--- src/rtl/fetch_pkg.sv ---
// Shared types for the instruction fetch path: FSM states, buffered entry, helpers.
// Latency: n/a (types and pure functions only).
// Backpressure: n/a.
package fetch_pkg;

  typedef enum logic [1:0] {
    IDLE  = 2'd0,
    FETCH = 2'd1,
    HALT  = 2'd2
  } fetch_state_t;

  typedef struct packed {
    logic [31:0] pc;
    logic [31:0] instr;
  } fetch_entry_t;

  localparam logic [31:0] NOP_INSTR = 32'h0000_0013;

  // Byte address to ROM word index.
  function automatic logic [31:0] word_index(input logic [31:0] byte_addr);
    return {2'b00, byte_addr[31:2]};
  endfunction

endpackage

--- src/rtl/fetch_if.sv ---
// Fetch unit boundary: ROM read port, redirect request and decode-side handshake.
// Latency: n/a (wiring only).
// Backpressure: inst_ready from decode stalls the head entry.
interface fetch_if;
  logic        en;
  logic [31:0] rom_addr;
  logic [31:0] rom_data;
  logic        redirect_valid;
  logic [31:0] redirect_pc;
  logic        inst_valid;
  logic        inst_ready;
  logic [31:0] inst;
  logic [31:0] inst_pc;
  logic        halted;

  // Fetch unit side.
  modport master (
    input  en, rom_data, redirect_valid, redirect_pc, inst_ready,
    output rom_addr, inst_valid, inst, inst_pc, halted
  );

  // Environment side: ROM, branch unit and decode.
  modport slave (
    output en, rom_data, redirect_valid, redirect_pc, inst_ready,
    input  rom_addr, inst_valid, inst, inst_pc, halted
  );
endinterface

--- src/rtl/fetch_fifo.sv ---
// Small circular buffer of fetched {pc, instr} entries with synchronous flush.
// Latency: an entry pushed on an edge is visible at the head from the next cycle.
// Backpressure: push is dropped when full unless a pop happens in the same cycle.
module fetch_fifo
  import fetch_pkg::*;
#(
  parameter int DEPTH = 2
) (
  input  logic                         clk,
  input  logic                         rst,
  input  logic                         i_push,
  input  logic                         i_pop,
  input  logic                         i_flush,
  input  fetch_entry_t                 i_dat,
  output fetch_entry_t                 o_head,
  output logic                         o_full,
  output logic                         o_empty,
  output logic [$clog2(DEPTH+1)-1:0]   o_count
);

  localparam int AW = $clog2(DEPTH);
  localparam int CW = $clog2(DEPTH + 1);

  fetch_entry_t    r_mem [DEPTH];
  logic [AW-1:0]   r_wr;
  logic [AW-1:0]   r_rd;
  logic [CW-1:0]   r_count;
  logic            w_pop;
  logic            w_push;

  assign o_full  = (r_count == CW'(DEPTH));
  assign o_empty = (r_count == '0);
  assign o_count = r_count;
  assign o_head  = r_mem[r_rd];

  // A push into a full buffer is legal only when the head leaves this cycle.
  assign w_pop  = i_pop && !o_empty;
  assign w_push = i_push && (!o_full || w_pop);

  // Storage, pointers and occupancy; flush discards everything including a same-cycle pop.
  always_ff @(posedge clk or posedge rst) begin
    if (rst) begin
      r_wr    <= '0;
      r_rd    <= '0;
      r_count <= '0;
      for (int i = 0; i < DEPTH; i++) begin
        r_mem[i] <= '0;
      end
    end else if (i_flush) begin
      r_wr    <= '0;
      r_rd    <= '0;
      r_count <= '0;
    end else begin
      if (w_push) begin
        r_mem[r_wr] <= i_dat;
        r_wr        <= r_wr + 1'b1;
      end
      if (w_pop) begin
        r_rd <= r_rd + 1'b1;
      end
      case ({w_push, w_pop})
        2'b10:   r_count <= r_count + CW'(1);
        2'b01:   r_count <= r_count - CW'(1);
        default: r_count <= r_count;
      endcase
    end
  end

endmodule

--- src/rtl/fetch_unit.sv ---
// Instruction fetch controller: owns the PC, reads one ROM word per cycle, buffers for decode.
// Latency: first push in the first FETCH cycle, inst_valid the cycle after (3rd cycle from reset release).
// Backpressure: inst_ready low fills the buffer, then the PC stalls until a slot frees.
module fetch_unit
  import fetch_pkg::*;
#(
  parameter logic [31:0] RESET_PC   = 32'h0000_0000,
  parameter int          ROM_WORDS  = 16,
  parameter int          FIFO_DEPTH = 2
) (
  input  logic     clk,
  input  logic     rst,
  fetch_if.master  bus
);

  localparam int          CW        = $clog2(FIFO_DEPTH + 1);
  localparam logic [31:0] ROM_LIMIT = 32'(ROM_WORDS);

  fetch_state_t   r_state;
  logic [31:0]    r_pc;
  logic           r_halted;

  fetch_entry_t   w_head;
  fetch_entry_t   w_new;
  logic           w_full;
  logic           w_empty;
  logic [CW-1:0]  w_count;
  logic           w_pop;
  logic           w_flush;
  logic           w_past_end;
  logic           w_push_ok;
  logic           w_push;
  logic [31:0]    w_redirect_pc;

  assign bus.rom_addr   = word_index(r_pc);
  assign bus.inst_valid = !w_empty;
  assign bus.inst       = w_head.instr;
  assign bus.inst_pc    = w_head.pc;
  assign bus.halted     = r_halted;

  assign w_pop         = bus.inst_valid && bus.inst_ready;
  assign w_flush       = bus.redirect_valid && (r_state != IDLE);
  assign w_redirect_pc = bus.redirect_pc & ~32'd3;
  assign w_past_end    = (word_index(r_pc) >= ROM_LIMIT);

  // A full buffer still accepts a new word when the head drains in the same cycle.
  assign w_push_ok = (w_count < CW'(FIFO_DEPTH)) || (w_full && w_pop);

  // The end-of-image check wins over the push, so the PC never walks past the ROM.
  assign w_push = (r_state == FETCH) && !bus.redirect_valid && bus.en
                  && !w_past_end && w_push_ok;

  assign w_new.pc    = r_pc;
  assign w_new.instr = bus.rom_data;

  fetch_fifo #(
    .DEPTH (FIFO_DEPTH)
  ) u_fifo (
    .clk     (clk),
    .rst     (rst),
    .i_push  (w_push),
    .i_pop   (w_pop),
    .i_flush (w_flush),
    .i_dat   (w_new),
    .o_head  (w_head),
    .o_full  (w_full),
    .o_empty (w_empty),
    .o_count (w_count)
  );

  // Fetch FSM with PC and halted flag; a redirect overrides everything outside IDLE.
  always_ff @(posedge clk or posedge rst) begin
    if (rst) begin
      r_state  <= IDLE;
      r_pc     <= RESET_PC;
      r_halted <= 1'b0;
    end else if (w_flush) begin
      r_state  <= FETCH;
      r_pc     <= w_redirect_pc;
      r_halted <= 1'b0;
    end else begin
      case (r_state)
        IDLE: begin
          if (bus.redirect_valid) begin
            r_pc <= w_redirect_pc;
          end
          if (bus.en) begin
            r_state <= FETCH;
          end
        end
        FETCH: begin
          if (bus.en && w_past_end) begin
            r_state  <= HALT;
            r_halted <= 1'b1;
          end else if (w_push) begin
            r_pc <= r_pc + 32'd4;
          end
        end
        HALT: begin
          r_state <= HALT;
        end
        default: begin
          r_state <= IDLE;
        end
      endcase
    end
  end

endmodule

--- src/flat_wrapper.sv ---
// flat-port wrapper written by rule: the top's interface ports become plain ports
module fetch_unit_flat import fetch_pkg::*;
#(
  parameter logic [31:0] RESET_PC   = 32'h0000_0000,
  parameter int          ROM_WORDS  = 16,
  parameter int          FIFO_DEPTH = 2
)
  (clk, rst, bus_en, bus_rom_data, bus_redirect_valid, bus_redirect_pc, bus_inst_ready, bus_rom_addr, bus_inst_valid, bus_inst, bus_inst_pc, bus_halted);
  fetch_if bus_i ();
  input  logic clk;
  input  logic rst;
  input wire logic [$bits(bus_i.en)-1:0] bus_en;
  input wire logic [$bits(bus_i.rom_data)-1:0] bus_rom_data;
  input wire logic [$bits(bus_i.redirect_valid)-1:0] bus_redirect_valid;
  input wire logic [$bits(bus_i.redirect_pc)-1:0] bus_redirect_pc;
  input wire logic [$bits(bus_i.inst_ready)-1:0] bus_inst_ready;
  output wire logic [$bits(bus_i.rom_addr)-1:0] bus_rom_addr;
  output wire logic [$bits(bus_i.inst_valid)-1:0] bus_inst_valid;
  output wire logic [$bits(bus_i.inst)-1:0] bus_inst;
  output wire logic [$bits(bus_i.inst_pc)-1:0] bus_inst_pc;
  output wire logic [$bits(bus_i.halted)-1:0] bus_halted;
  assign bus_i.en = bus_en;
  assign bus_i.rom_data = bus_rom_data;
  assign bus_i.redirect_valid = bus_redirect_valid;
  assign bus_i.redirect_pc = bus_redirect_pc;
  assign bus_i.inst_ready = bus_inst_ready;
  assign bus_rom_addr = bus_i.rom_addr;
  assign bus_inst_valid = bus_i.inst_valid;
  assign bus_inst = bus_i.inst;
  assign bus_inst_pc = bus_i.inst_pc;
  assign bus_halted = bus_i.halted;
  fetch_unit #(.RESET_PC(RESET_PC), .ROM_WORDS(ROM_WORDS), .FIFO_DEPTH(FIFO_DEPTH)) u_core (.clk(clk), .rst(rst), .bus(bus_i));
endmodule
--- config.mk ---
export PLATFORM = sky130hd
export DESIGN_NAME = fetch_unit_flat
export DESIGN_NICKNAME = d
export VERILOG_FILES = /design/src/rtl/fetch_pkg.sv /design/src/rtl/fetch_if.sv /design/src/rtl/fetch_fifo.sv /design/src/rtl/fetch_unit.sv /design/src/flat_wrapper.sv
export SDC_FILE = /design/constraint.sdc
export NUM_CORES = 1
export LEC_CHECK = 0
export CORE_MARGIN = 10
export CORE_UTILIZATION = 45
export CTS_CLUSTER_SIZE = 8
export DETAILED_ROUTE_END_ITERATION = 6
export PLACE_DENSITY = 0.72
export SYNTH_ARGS = -nofsm -noshare
export SYNTH_HDL_FRONTEND = slang
export SYNTH_HIERARCHICAL = 1
export SYNTH_SLANG_ARGS = --single-unit
--- constraint.sdc ---
create_clock -name clk -period 6.15 [get_ports clk]
set_clock_uncertainty 0.1 [all_clocks]
set_input_delay 1.23 -clock clk [delete_from_list [all_inputs] [get_ports clk]]
set_output_delay 1.23 -clock clk [all_outputs]
set_load 0.1 [all_outputs]
# Yosys cells after proc, flatten, opt, wreduce, memory -nomap -nowiden
# Cells that the tools add are included.
dict set report word_totals {
  register_bits 167
  latchBits 0
  ramBits 0
  mem_bits_ro 0
  in_bits 69
  out_inout_bits 98
  n_memories 0
}
dict set report classes {
  n_addsub 5
  n_mul 0
  div_mod_pow 0
  magnitude_cmp 5
  n_eq_ne 10
  shifts 0
  muxes 24
  bitwise_logic 3
  n_reduce_logical 30
}
# operator count
set ops {}
lappend ops {{2-to-1 mux 64 bit} 4}
lappend ops {{bitwise mux 128 bit} 1}
lappend ops {{2-to-1 mux 32 bit} 4}
lappend ops {{demux 64 bit (select 1 bit)} 1}
lappend ops {{one-hot mux 32 bit (2 select lines)} 1}
lappend ops {{adder 32 x 3 -> 32 bit, second input constant} 1}
lappend ops {{greater-or-equal comparator 30 x 5 -> 1 bit, second input constant} 1}
lappend ops {{!= test 3 bit, second input constant} 5}
lappend ops {{logical AND 1 bit} 11}
lappend ops {{nonzero test 2 bit} 5}
lappend ops {{2-to-1 mux 2 bit} 4}
lappend ops {{2-to-1 mux 1 bit} 7}
lappend ops {{equality test 2 bit, second input constant} 3}
lappend ops {{one-hot mux 2 bit (3 select lines)} 1}
lappend ops {{AND reduction 2 bit} 3}
lappend ops {{nonzero test 3 bit} 2}
lappend ops {{equality test 2 x 1 -> 1 bit, second input constant} 2}
lappend ops {{greater-or-equal comparator 2 bit, second input constant} 2}
lappend ops {{logical NOT 1 bit} 4}
lappend ops {{logical NOT 2 bit} 2}
lappend ops {{inverter 1 -> 2 bit} 2}
lappend ops {{one-hot mux 2 bit (2 select lines)} 1}
lappend ops {{AND reduction 4 bit} 1}
lappend ops {{adder 1 bit, second input constant} 2}
lappend ops {{other kinds (6)} 7}

# Logic depth before layout (Yosys ltp)
dict set report depth {
  depth_word 10
  mapped_depth 9
}

# By module
# Netlist, hierarchy kept.
# module instances cells_per_inst area_each_um2 seq_area_each_um2
set by_module_without_submodules {}
lappend by_module_without_submodules {fetch_fifo 1 366 5918.2 3303.2}
lappend by_module_without_submodules {fetch_unit 1 207 1886.8 825.8}

# Least setup slack after synthesis
# Ideal clock, no wire load.
dict set report synth_timing {
  path_type {input-to-reg}
  start {input port bus_inst_ready}
  end {register u_core/u_fifo/r_mem[98] in the netlist's numbering}
  setup_ns 0.127
  arrival_ns 3.036
  t_required_ns 5.923
  slack_ns 2.888
  cell_stages 7
  n_path_buf 2
  cell_sequence {nand3b_1 -> a211oi_2 -> nor2b_1 -> or4b_4 -> buf_6 -> buf_6 -> mux2_4}
}
dict set report synth_between {
  elab_chain_cells 6
  elab_cells_between_ends 8
  cone_classes {reduce/logical: 8}
}
# element line_no
set synth_lines {}
lappend synth_lines {{start, declared} flat_wrapper.sv:16} ;# input wire logic [$bits(bus_i.inst_ready)-1:0] bus_inst_ready;
lappend synth_lines {{logical AND 1 bit} fetch_unit.sv:41} ;# assign w_pop = bus.inst_valid && bus.inst_ready;
lappend synth_lines {{logical AND 1 bit} fetch_unit.sv:47} ;# assign w_push_ok = (w_count < CW'(FIFO_DEPTH)) || (w_full && w_pop);
lappend synth_lines {{logical OR 1 bit} fetch_unit.sv:47}
lappend synth_lines {{logical AND 1 bit} fetch_unit.sv:51} ;# && !w_past_end && w_push_ok;
lappend synth_lines {{via u_core.w_push} fetch_unit.sv:32} ;# logic w_push;
lappend synth_lines {{logical AND 1 bit} fetch_fifo.sv:38} ;# assign w_push = i_push && (!o_full || w_pop);
lappend synth_lines {{AND reduction 2 bit (no line)} n/a}
lappend synth_lines {{end signal, assigned by index} fetch_fifo.sv:55} ;# r_mem[r_wr] <= i_dat;
lappend synth_lines {{end, declared} fetch_fifo.sv:24} ;# fetch_entry_t r_mem [DEPTH];
# The timed path passes the listed nets, and every way through them passes these cells.
# A chain may end at the register's enable or synchronous reset.

# Worst setup path after layout
dict set report layout_timing {
  start {register u_core.u_fifo.r_rd}
  end {output port bus_inst_pc[19]}
}
dict set report layout_between {
  elab_chain_cells 4
}
# element line_no
set layout_lines {}
lappend layout_lines {{start, declared} fetch_fifo.sv:26} ;# logic [AW-1:0] r_rd;
lappend layout_lines {{start signal, assigned} fetch_fifo.sv:59} ;# r_rd <= r_rd + 1'b1;
lappend layout_lines {{inverter 1 -> 2 bit (implied by the code)} fetch_fifo.sv:34} ;# assign o_head = r_mem[r_rd];
lappend layout_lines {{2-to-1 mux 64 bit (implied by the code) (3 in a row)} fetch_fifo.sv:34}
lappend layout_lines {{end, declared} flat_wrapper.sv:20} ;# output wire logic [$bits(bus_i.inst_pc)-1:0] bus_inst_pc;
# Every way passes these cells. The select of a mux whose other input is x is not followed.

==> results.sh <==
export IMPL_tightest_slew_ps=1070
export IMPL_die_area_um2=23000
export IMPL_cp_start_kind="flip-flop"
export IMPL_finalSetupViolCount=0
export IMPL_hold_path_class="flip-flop to flip-flop"
export IMPL_layout_common_cells="dfrtp_1 (164), clkdlybuf4s50_1 (162), mux2_2 (148)"
export IMPL_drt_iter0_drc=331
export IMPL_slowest_stage="clkdlybuf4s50_1"
export IMPL_grt_usage=0.174
export IMPL_synth_area_um2=7800
export IMPL_grt_pass1_vias=5725
export IMPL_grt_remaining_overflow=0
export IMPL_cts_buffers=17
export IMPL_power_frac_seq=0.355
export IMPL_netSwitchingPower_mw=1.73
export IMPL_clk_latency_ps=430
export IMPL_cts_resized=0
export IMPL_cp_data_required_time_ps=4820
export IMPL_dpl_hpwl_um=13700
export IMPL_clkPwrFrac=0.266
export IMPL_synthArstFlopShare=1.00
export IMPL_cts_sinks=165
export IMPL_period_needed_ps=4590
export IMPL_p_per_area_nw_per_um2=388
export IMPL_rows=48
export IMPL_cts_buffer_depth=2
export IMPL_initial_core_util=0.454
export IMPL_finalWorstSetupSlack_ps=1560
export IMPL_hold_viol=0
export IMPL_end_kind="primary output"
export IMPL_htree_levels=4
export IMPL_drive_gt1_frac=0.328
export IMPL_drv_cap=0
export IMPL_postSynthAreaPerCell_um2=13.6
export IMPL_dp_slack_ps=1680
export IMPL_fmax_mhz=218
export IMPL_seq_area_um2=4130
export IMPL_antenna_found_initial=0
export IMPL_crit_fanout=47
export IMPL_seq_area_frac_synth=0.529
export IMPL_syn_inst=573
export IMPL_die_h_um=152
export IMPL_die_w_um=152
export IMPL_max_stage_delay_ps=1190
export IMPL_wl_per_cell_um=20.5
export IMPL_dp_cells=944
export IMPL_worst_setup_path_type="flip-flop to primary output"
export IMPL_drtAntennaViolNets=0
export IMPL_p_leak_nw=4.83
export IMPL_synth_edf_count=0
export IMPL_portBuffers=162
export IMPL_p_int_mw=2.22
export IMPL_fin_setup_tns_ps=0
export IMPL_cts_tree="built"
export IMPL_grt_pass1_wl_um=31300
export IMPL_period_share=0.747
export IMPL_wl_um=19900
export IMPL_grt_max_degree=80
export IMPL_cp_arrival_ps=3260
export IMPL_n_fill_cell=1362
export IMPL_place_gp_congestion=0.831
export IMPL_path_cells="buf_4, mux2_2, clkdlybuf4s50_1"
export IMPL_vias=5389
export IMPL_final_cell_count_no_fill=973
export IMPL_clkTransAtPathRegs_ps=60
export IMPL_antenna_cells=0
export IMPL_synth_seq_cells=165
export IMPL_status="completed"
export IMPL_yosys_warnings=6
export IMPL_synth_cell_type_count=54
export IMPL_viasPerCell=5.54
export IMPL_hold_buffers=0
export IMPL_grt_setup_unrepaired="false"
export IMPL_post_cts_buffers=0
export IMPL_mostFrequentLayoutCell="dfrtp_1"
export IMPL_slew_violations=0
export IMPL_multi_input_area_um2=3480
export IMPL_synth_main_ff_cell="dfrtp_1"
export IMPL_ir_worst_vdd_mv=0.434
export IMPL_drt_first_pass_iters=5
export IMPL_path_buf_inv=2
export IMPL_maxSlewHeadroom=0.288
export IMPL_io_pins=167
export IMPL_nNetsFinal=811
export IMPL_drc_errors=0
export IMPL_placeableCoreArea_um2=17200
export IMPL_cp_top_family="buffers and inverters"
export IMPL_pwr_share_comb=0.380
export IMPL_root_buffer="clkbuf_16"
export IMPL_area_delta_synth_final_pct=30.6
export IMPL_switching_share=0.438
final timing paths:
check	startpoint	endpoint	slack [ps]	depth (start not counted)
max in group asynchronous	rst	u_core/u_fifo/r_mem[73]	3570	3
worst min register to register	u_core/u_fifo/r_mem[112]	u_core/u_fifo/r_mem[112]	400	1
min in group asynchronous	rst	u_core/u_fifo/r_mem[41]	1200	2
worst max-delay path	u_core/u_fifo/r_rd	bus_inst_pc[19]	1560	3
worst max register to register	u_core/r_state[1]	u_core/u_fifo/r_mem[82]	2620	8
worst min-delay path	u_core/u_fifo/r_mem[112]	u_core/u_fifo/r_mem[112]	400	1
sequential cells by signal, summed over array words and instances (netlist names):
name,cells
u_core/u_fifo/r_rd,1
u_core/r_state,2
u_core/u_fifo/o_count,2
u_core/u_fifo/r_mem,128
u_core/u_fifo/r_wr,1
u_core/bus.halted,1
u_core/r_pc,30
cell families (layout without fill, tap and decap cells):
kind of cell / Yosys count / in the layout / synth area share
AO/OA/AOI/OAI: 64 / 64 / 0.0543
multiplexers: 201 / 201 / 0.313
XOR/XNOR: 1 / 1 / 0.00112
buffers and inverters: 39 / 209 / 0.0285
flip-flops: 165 / 165 / 0.529
other: 1 / 6 / 0.000480
AND/OR/NAND/NOR: 98 / 98 / 0.0672
adder cells (fa/ha/maj): 4 / 4 / 0.00641
Yosys cell counts, types with 2 or more instances:
library cell / instances / share of area
a211o_1: 2 / 0.0022
a211oi_1: 2 / 0.0019
a21oi_1: 19 / 0.012
a31oi_1: 5 / 0.0040
a41o_1: 2 / 0.0026
and3_1: 2 / 0.0016
and4_1: 2 / 0.0022
buf_2: 10 / 0.0064
buf_4: 3 / 0.0029
buf_6: 7 / 0.010
clkbuf_1: 8 / 0.0038
dfrtp_1: 165 / 0.53
ha_1: 4 / 0.0064
inv_1: 10 / 0.0048
mux2_2: 148 / 0.21
mux2_4: 49 / 0.094
mux2i_1: 4 / 0.0051
nand2_1: 19 / 0.0091
nand2b_1: 3 / 0.0024
nand3_1: 8 / 0.0051
nand4_1: 5 / 0.0040
nor2_1: 32 / 0.015
nor2b_1: 5 / 0.0040
nor3_1: 4 / 0.0026
nor4_1: 7 / 0.0056
o211ai_1: 2 / 0.0019
o21ai_0: 12 / 0.0077
o21ai_1: 3 / 0.0019
o22a_1: 2 / 0.0022
o22ai_1: 2 / 0.0016
o2bb2ai_1: 3 / 0.0034
o311ai_0: 2 / 0.0022
power groups by stage:
stage               clock, mW  combinational (mW)  sequential [mW]
floorplan                   0               0.448             2.02
global placement            0                1.46             1.41
detailed placement          0                1.49             1.42
CTS                      1.08                1.50             1.40
global route             1.12                1.57             1.43
finish                   1.05                1.50             1.40
worst reg2reg max path, delay by kind of cell (launching register included):
family	cells	cell delay, ps
buf+inv	2	650
mux	1	440
simple gates	3	1230
compound gates	1	310
flops	1	430
fa+ha+maj	1	260
final cells by class:
class	instances	share of cell area
Sequential cell	165	0.405
Multi-Input combinational cell	374	0.341
Timing Repair Buffer	169	0.164
Clock buffer	22	0.0475
Tap cell	225	0.0276
Clock inverter	7	0.00958
Inverter	11	0.00454
through the flow:
| step | util | area [um^2] | total power, mW | hold WS [ps] |
|---|---|---|---|---|
| floorplan | - | 7820 | 2.47 | 375 |
| global placement | 0.560 | 9610 | 2.87 | 383 |
| detailed placement | 0.560 | 9610 | 2.90 | 390 |
| CTS | 0.593 | 10200 | 3.97 | 403 |
| global route | 0.593 | 10200 | 4.11 | 415 |
| finish | 0.593 | 10200 | 3.95 | 397 |
metal layers:
metal	GRT usage	vias to the layer above	part of all wire	routed length, um
met5	0	-	0	0
met4	0.0529	0	0.011	227
met3	0.0585	23	0.079	1570
met2	0.270	218	0.47	9370
met1	0.225	2741	0.44	8760
li1	-	2407	-	-
(Power assumes the default switching activity.)
